`src/rtl/asic_dma_pkg.sv`:
```
// Shared AXI encodings, FSM state types and default parameters for the
// ASIC input-image DMA feeder.
package asic_dma_pkg;
    localparam int          AXI_ID_W       = 4;
    localparam int          AXI_ADDR_W     = 32;
    localparam int          AXI_DATA_W     = 32;
    localparam int          AXI_LEN_W      = 4;
    localparam logic [3:0]  AXI_ID_ZERO    = 4'h0;
    localparam logic [2:0]  AXI_SIZE_WORD  = 3'b010;
    localparam logic [1:0]  AXI_BURST_INCR = 2'b01;
    localparam logic [1:0]  AXI_RESP_OKAY  = 2'b00;
    localparam logic [3:0]  AXI_STRB_ALL   = 4'b1111;

    localparam logic [31:0] DEF_DATA_ADDR  = 32'h0000_0004;
    localparam int          DEF_MAX_WORDS  = 1104;
    localparam int          MAX_BURST      = 16;

    typedef enum logic [1:0] {R_IDLE, R_ADDR, R_DATA} rd_state_t;
    typedef enum logic [1:0] {W_IDLE, W_ADDR, W_DATA, W_RESP} wr_state_t;
endpackage

```
`src/rtl/asic_dma_feeder_sync_fifo.sv`:
```
// Single-clock FIFO with registered storage; reports free slots so the reader
// can reserve room for a whole burst before issuing it.
module sync_fifo #(
    parameter int WIDTH = 32,
    parameter int DEPTH = 16
) (
    input  logic                       clk_i,
    input  logic                       rst_ni,
    input  logic                       push_i,
    input  logic [WIDTH-1:0]           wdata_i,
    input  logic                       pop_i,
    output logic [WIDTH-1:0]           rdata_o,
    output logic                       full_o,
    output logic                       empty_o,
    output logic [$clog2(DEPTH+1)-1:0] free_cnt_o
);
    localparam int PTR_W = $clog2(DEPTH);
    localparam int CNT_W = $clog2(DEPTH + 1);

    logic [WIDTH-1:0] mem_q [DEPTH];
    logic [PTR_W-1:0] wr_ptr_q, rd_ptr_q;
    logic [CNT_W-1:0] count_q;
    logic             do_push, do_pop;

    assign do_push = push_i && !full_o;
    assign do_pop  = pop_i && !empty_o;

    always_ff @(posedge clk_i) begin
        if (!rst_ni) begin
            wr_ptr_q <= '0;
            rd_ptr_q <= '0;
            count_q  <= '0;
        end else begin
            if (do_push) wr_ptr_q <= (wr_ptr_q == PTR_W'(DEPTH - 1)) ? '0 : wr_ptr_q + 1'b1;
            if (do_pop)  rd_ptr_q <= (rd_ptr_q == PTR_W'(DEPTH - 1)) ? '0 : rd_ptr_q + 1'b1;
            count_q <= count_q + CNT_W'(do_push) - CNT_W'(do_pop);
        end
    end

    // Storage is not reset; the pointers alone define what is valid.
    always_ff @(posedge clk_i) begin
        if (do_push) mem_q[wr_ptr_q] <= wdata_i;
    end

    assign rdata_o    = mem_q[rd_ptr_q];
    assign full_o     = (count_q == CNT_W'(DEPTH));
    assign empty_o    = (count_q == '0);
    assign free_cnt_o = CNT_W'(DEPTH) - count_q;
endmodule

```
`src/rtl/asic_dma_feeder.sv`:
```
// AXI4 master: burst-reads an image from memory and writes each word as a
// single-beat write to the ASIC wrapper's data register.
module asic_dma_feeder
    import asic_dma_pkg::*;
#(
    parameter logic [31:0] DATA_ADDR  = DEF_DATA_ADDR,
    parameter int          FIFO_DEPTH = 16,
    parameter int          MAX_WORDS  = DEF_MAX_WORDS
) (
    input  logic        ACLK,
    input  logic        ARESETn,
    input  logic        start,
    input  logic [31:0] src_addr,
    input  logic [10:0] word_cnt,
    output logic        busy,
    output logic        done,
    output logic        err,
    output logic [3:0]  ARID_M,
    output logic [31:0] ARADDR_M,
    output logic [3:0]  ARLEN_M,
    output logic [2:0]  ARSIZE_M,
    output logic [1:0]  ARBURST_M,
    output logic        ARVALID_M,
    input  logic        ARREADY_M,
    input  logic [3:0]  RID_M,
    input  logic [31:0] RDATA_M,
    input  logic [1:0]  RRESP_M,
    input  logic        RLAST_M,
    input  logic        RVALID_M,
    output logic        RREADY_M,
    output logic [3:0]  AWID_M,
    output logic [31:0] AWADDR_M,
    output logic [3:0]  AWLEN_M,
    output logic [2:0]  AWSIZE_M,
    output logic [1:0]  AWBURST_M,
    output logic        AWVALID_M,
    input  logic        AWREADY_M,
    output logic [31:0] WDATA_M,
    output logic [3:0]  WSTRB_M,
    output logic        WLAST_M,
    output logic        WVALID_M,
    input  logic        WREADY_M,
    input  logic [3:0]  BID_M,
    input  logic [1:0]  BRESP_M,
    input  logic        BVALID_M,
    output logic        BREADY_M
);
    localparam int          FCNT_W = $clog2(FIFO_DEPTH + 1);
    localparam logic [10:0] MAX_W  = 11'(MAX_WORDS);

    rd_state_t         rd_state_q, rd_state_d;
    wr_state_t         wr_state_q, wr_state_d;
    logic [31:0]       rd_addr_q;
    logic [10:0]       rd_left_q, wr_left_q;
    logic [4:0]        blen_q;
    logic              busy_q, done_q, err_q, fin_q;
    logic              start_ok, bad_cnt, r_hs, b_hs, push, pop;
    logic              fifo_full, fifo_empty;
    logic [FCNT_W-1:0] free_cnt;
    logic [31:0]       fifo_head;
    logic [10:0]       bnd_words, blen_w;
    logic              unused_sigs;

    assign start_ok = start && !busy_q;
    assign bad_cnt  = (word_cnt > MAX_W);
    assign r_hs     = RVALID_M && RREADY_M;
    assign b_hs     = BVALID_M && BREADY_M;
    assign push     = r_hs;
    assign pop      = WVALID_M && WREADY_M;

    // Burst length: limited by 16, words left, and the next 4 KB boundary.
    assign bnd_words = 11'd1024 - {1'b0, rd_addr_q[11:2]};
    always_comb begin
        blen_w = (rd_left_q < 11'(MAX_BURST)) ? rd_left_q : 11'(MAX_BURST);
        if (bnd_words < blen_w) blen_w = bnd_words;
    end

    always_comb begin
        rd_state_d = rd_state_q;
        case (rd_state_q)
            R_IDLE:  if (rd_left_q != '0 && 11'(free_cnt) >= blen_w) rd_state_d = R_ADDR;
            R_ADDR:  if (ARREADY_M) rd_state_d = R_DATA;
            R_DATA:  if (RVALID_M && RLAST_M) rd_state_d = R_IDLE;
            default: rd_state_d = R_IDLE;
        endcase
    end

    // Going straight from a B response to the next AW keeps 3 cycles per word.
    always_comb begin
        wr_state_d = wr_state_q;
        case (wr_state_q)
            W_IDLE: if (!fifo_empty) wr_state_d = W_ADDR;
            W_ADDR: if (AWREADY_M) wr_state_d = W_DATA;
            W_DATA: if (WREADY_M) wr_state_d = W_RESP;
            W_RESP: begin
                if (BVALID_M) begin
                    if (wr_left_q == 11'd1 || fifo_empty) wr_state_d = W_IDLE;
                    else                                   wr_state_d = W_ADDR;
                end
            end
            default: wr_state_d = W_IDLE;
        endcase
    end

    always_ff @(posedge ACLK) begin
        if (!ARESETn) begin
            rd_state_q <= R_IDLE;
            wr_state_q <= W_IDLE;
            rd_addr_q  <= '0;
            rd_left_q  <= '0;
            wr_left_q  <= '0;
            blen_q     <= '0;
            busy_q     <= 1'b0;
            done_q     <= 1'b0;
            err_q      <= 1'b0;
            fin_q      <= 1'b0;
        end else begin
            rd_state_q <= rd_state_d;
            wr_state_q <= wr_state_d;
            done_q     <= 1'b0;
            fin_q      <= 1'b0;
            if (start_ok) begin
                busy_q    <= 1'b1;
                err_q     <= bad_cnt;
                rd_addr_q <= {src_addr[31:2], 2'b00};
                if (bad_cnt || word_cnt == '0) begin
                    rd_left_q <= '0;
                    wr_left_q <= '0;
                    fin_q     <= 1'b1;
                end else begin
                    rd_left_q <= word_cnt;
                    wr_left_q <= word_cnt;
                end
            end
            if (fin_q) begin
                done_q <= 1'b1;
                busy_q <= 1'b0;
            end
            if (rd_state_q == R_IDLE && rd_state_d == R_ADDR) blen_q <= blen_w[4:0];
            if (r_hs) begin
                if (RRESP_M != AXI_RESP_OKAY) err_q <= 1'b1;
                if (RLAST_M) begin
                    rd_addr_q <= rd_addr_q + {25'b0, blen_q, 2'b00};
                    rd_left_q <= rd_left_q - {6'b0, blen_q};
                end
            end
            if (b_hs) begin
                if (BRESP_M != AXI_RESP_OKAY) err_q <= 1'b1;
                wr_left_q <= wr_left_q - 11'd1;
                if (wr_left_q == 11'd1) begin
                    done_q <= 1'b1;
                    busy_q <= 1'b0;
                end
            end
        end
    end

    sync_fifo #(
        .WIDTH (AXI_DATA_W),
        .DEPTH (FIFO_DEPTH)
    ) u_fifo (
        .clk_i      (ACLK),
        .rst_ni     (ARESETn),
        .push_i     (push),
        .wdata_i    (RDATA_M),
        .pop_i      (pop),
        .rdata_o    (fifo_head),
        .full_o     (fifo_full),
        .empty_o    (fifo_empty),
        .free_cnt_o (free_cnt)
    );

    assign busy      = busy_q;
    assign done      = done_q;
    assign err       = err_q;
    assign ARID_M    = AXI_ID_ZERO;
    assign ARADDR_M  = rd_addr_q;
    assign ARLEN_M   = 4'(blen_q - 5'd1);
    assign ARSIZE_M  = AXI_SIZE_WORD;
    assign ARBURST_M = AXI_BURST_INCR;
    assign ARVALID_M = (rd_state_q == R_ADDR);
    assign RREADY_M  = (rd_state_q == R_DATA);
    assign AWID_M    = AXI_ID_ZERO;
    assign AWADDR_M  = DATA_ADDR;
    assign AWLEN_M   = 4'd0;
    assign AWSIZE_M  = AXI_SIZE_WORD;
    assign AWBURST_M = AXI_BURST_INCR;
    assign AWVALID_M = (wr_state_q == W_ADDR);
    assign WDATA_M   = fifo_head;
    assign WSTRB_M   = AXI_STRB_ALL;
    assign WVALID_M  = (wr_state_q == W_DATA);
    assign WLAST_M   = WVALID_M;
    assign BREADY_M  = (wr_state_q == W_RESP);

    assign unused_sigs = ^{RID_M, BID_M, src_addr[1:0], fifo_full, blen_w[10:5]};
endmodule

```
`config.mk`:
```
export PLATFORM = sky130hd
export DESIGN_NAME = asic_dma_feeder
export DESIGN_NICKNAME = d
export VERILOG_FILES = /design/src/rtl/asic_dma_pkg.sv /design/src/rtl/asic_dma_feeder_sync_fifo.sv /design/src/rtl/asic_dma_feeder.sv
export SDC_FILE = /design/constraint.sdc
export NUM_CORES = 1
export LEC_CHECK = 0
export ABC_CLOCK_PERIOD_IN_PS = 6000
export CELL_PAD_IN_SITES_DETAIL_PLACEMENT = 0
export CELL_PAD_IN_SITES_GLOBAL_PLACEMENT = 1
export CORE_AREA = 2 2 264 266
export DETAILED_ROUTE_END_ITERATION = 10
export DIE_AREA = 0 0 266 268
export GPL_ROUTABILITY_DRIVEN = 0
export PLACE_DENSITY = 0.66
export SLEW_MARGIN = 40
export SYNTH_ARGS = -nofsm -noshare
export SYNTH_HDL_FRONTEND = slang
export SYNTH_SLANG_ARGS = --single-unit
```
`constraint.sdc`:
```
create_clock -name ACLK -period 6 [get_ports ACLK]
set_input_delay 1.2 -clock ACLK [delete_from_list [all_inputs] [get_ports ACLK]]
set_output_delay 1.2 -clock ACLK [all_outputs]
set_load 0.05 [all_outputs]
```
==> metrics.csv <==
metric,value,unit
core,68200,um^2
cts_max_level,2,
syn_avg_cell_area,17.3,um^2
finalCriticalPeriod,5.10,ns
clk_pin_slew,0.06,ns
place_ws,0.906,ns
drt-initial-drc-count,1244,
regArea,17100,um^2
worstPathArrival,5.63,ns
vias,13700,
routed_wl,58.9,mm
wl_per_cell,22.7,um
dieArea,71300,um^2
clk_latency,0.64,ns
crit_chain,inv_1 -> ha_1 -> or4b_1 -> o41a_1 -> nor2_1 -> ha_1 -> a21o_1 -> a21o_1 -> a21oi_1 -> o211ai_2 -> nand3_1 -> o21ai_0 -> ha_1 -> nor2b_1 -> o21ai_0 -> a31oi_1 -> a2111oi_4 -> o21ai_2 -> a221o_1,
synth-edff-count,512,
yosysMostFrequentCell,edfxtp_1,
synth_area_leaders,"edfxtp_1, mux4_2, dfxtp_1",
worstSetupPathType,reg -> reg,
critPathCaptureType,flip-flop,
final-setup-viol-count,0,
max_cap_viol_count,0,
synthFlopType,edfxtp_1,
grt_start_max_net_pins,48,
cts_root_buf,clkbuf_16,
floorplan.initialDensity,36.8,%
fin_worst_skew,0.0280,ns
clock.fmax,0.196,GHz
drive_above_1_share,18.8,%
row_count,96,
ioPinCount,231,
path_max_fanout,16,
synth_area,25100,um^2
cpPeakStageDelay,0.56,ns
holdBufCountCts,0,
yosysSeqAreaShare,67.9,%
grt_pass1_wl,88.1,mm
cts_inserted_buffers,61,
timing.slew.headroom,43.6,%
nNetsFinal,1800,
gr-usage-all-layers,16.5,%
fin_crit_sh,85.0,%
antenna_found_initial,3,
syn_inst,1456,
crit_slowest_cell,or4b_1,
dieWidth,266,um
hold_viol_final,0,
port_buffers,162,
clock_sinks,596,
post-cts-setup-buffers,0,
rsz0062_at_grt,no,
placement.cell_area,27800,um^2
worst_slew_pin_slew,0.846,ns
fill_cells,5962,
stdcell_area,29900,um^2
setup_tns,0,ns
cp-start-kind,flip-flop,
final_antenna_net_count,0,
synthArstFlopShare,0,%
area_growth,18.9,%
cpMostUsedCell,ha_1,
grt_pass1_vias,14000,
drcViolationCount,0,
place_inst,2470,
fin_ws,0.898,ns
overflow,0,
dp_hpwl,34.4,mm
vdd.ir_drop.worst,0.221,mV
ctsResizeCount,0,
p_leak,0.00946,uW
cp_data_required_time,6.52,ns
clock_path_buffers,3,
final_cells,2589,
viasPerCell,5.29,
synth_commonest_cells,"edfxtp_1, mux4_2, dfxtp_1",
ys_warn_count,0,
ys_types,76,
synth_seq_cells,596,
synth_largest_area_cell,edfxtp_1,
firstDrtPassIters,7,
cts_tree,yes,
synth_top_cell_area_share,61.2,%
multi_input_area,7540,um^2
die_h,268,um
slew_viol_final,0,
status,finished clean,
power_density,320,nW/um^2
hold_path.class,reg -> reg,
==> worst paths after layout <==
| check | from | end | slack (ns) | depth (start not counted) |
|---|---|---|---|---|
| setup / recovery | ARADDR_M[2] | blen_q[2] | 0.90 | 19 |
| hold reg to reg | fin_q | done | 0.45 | 2 |
| hold / removal | fin_q | done | 0.45 | 2 |
| setup reg to reg | ARADDR_M[2] | blen_q[2] | 0.90 | 19 |
==> kinds of logic after synthesis <==
group / Yosys count / share of synthesized area, %
AOI/OAI and AO/OA: 211 / 5.86
and+or+nand+nor: 237 / 4.71
other: 2 / 0.0299
xor gates and xnor gates: 20 / 0.697
muxes: 168 / 14.7
DFF: 596 / 67.9
adders and majority gates: 51 / 2.63
buffers and inverters: 171 / 3.49
==> worst max-delay path: cells and delay by family (launching register included) <==
family | cells | cell delay [ns]
flip-flops | 1 | 0.39
adder cells (fa/ha/maj) | 3 | 0.80
AND/OR/NAND/NOR | 4 | 0.90
AO/OA/AOI/OAI | 11 | 2.76
buffers and inverters | 1 | 0.14
==> cell usage in the layout (no fill, tap or decap), types with 7 or more instances in the layout <==
cell type,instances
nor3_1,14
dfxtp_1,80
ha_1,48
bufinv_16,7
a221oi_1,9
inv_1,42
xor2_1,8
or3_1,7
nor2_1,59
mux4_2,160
a31oi_1,11
clkinv_2,8
o21ai_0,43
clkbuf_16,61
and2_1,7
nor2b_1,9
edfxtp_1,512
xnor2_1,12
a211oi_1,16
conb_1,64
clkbuf_1,12
a21o_1,7
nand2_1,56
buf_4,32
nor2_4,12
a311oi_1,11
clkinv_1,17
a21oi_1,50
nand3_1,17
and3_1,14
clkdlybuf4s50_1,162
==> report_power, final <==
group          leakage, uW  switching (uW)  internal (uW)  total (uW)
Sequential         0.00529            74.3           4550        4630
Clock             0.000955            1600           2170        3770
Combinational      0.00321             707            442        1150
Total              0.00946            2380           7170        9550
==> sequential cells by signal, indices dropped and copies added, names as in the netlist, 2 cells and up, named ones only <==
name,flops
u_fifo.rd_ptr_q,4
rd_state_q,2
u_fifo.wr_ptr_q,4
ARADDR_M,32
wr_left_q,11
wr_state_q,2
u_fifo.mem_q,512
blen_q,5
u_fifo.count_q,5
rd_left_q,11
==> stage by stage <==
stage,total power (uW),util [%],hold slack (ns)
finish,9550,43.8,0.455
global route,9910,43.8,0.498
CTS,9650,43.7,0.465
detailed placement,5870,40.7,0.447
global placement,5850,40.7,0.460
floorplan,5540,-,0.424
==> area by class of cell <==
cell class / instances / area share, %
clock buffers: 73 / 5.26
clock inverters: 41 / 1.43
multi-input cells: 751 / 25.2
diodes: 3 / 0.0251
well taps: 882 / 3.70
flip-flops and latches: 596 / 57.2
repair buffers: 200 / 6.65
inverters: 43 / 0.541
==> metal layers <==
layer  part of all wire (%)  track usage (%)  vias up
met1                     43             22.2     7155
met5                  0.014                0        -
met4                    1.6             4.18        2
met3                    5.0             2.63       73
li1                       -                -     6134
met2                     51             28.0      339
Power figures use the tool's default switching activity.
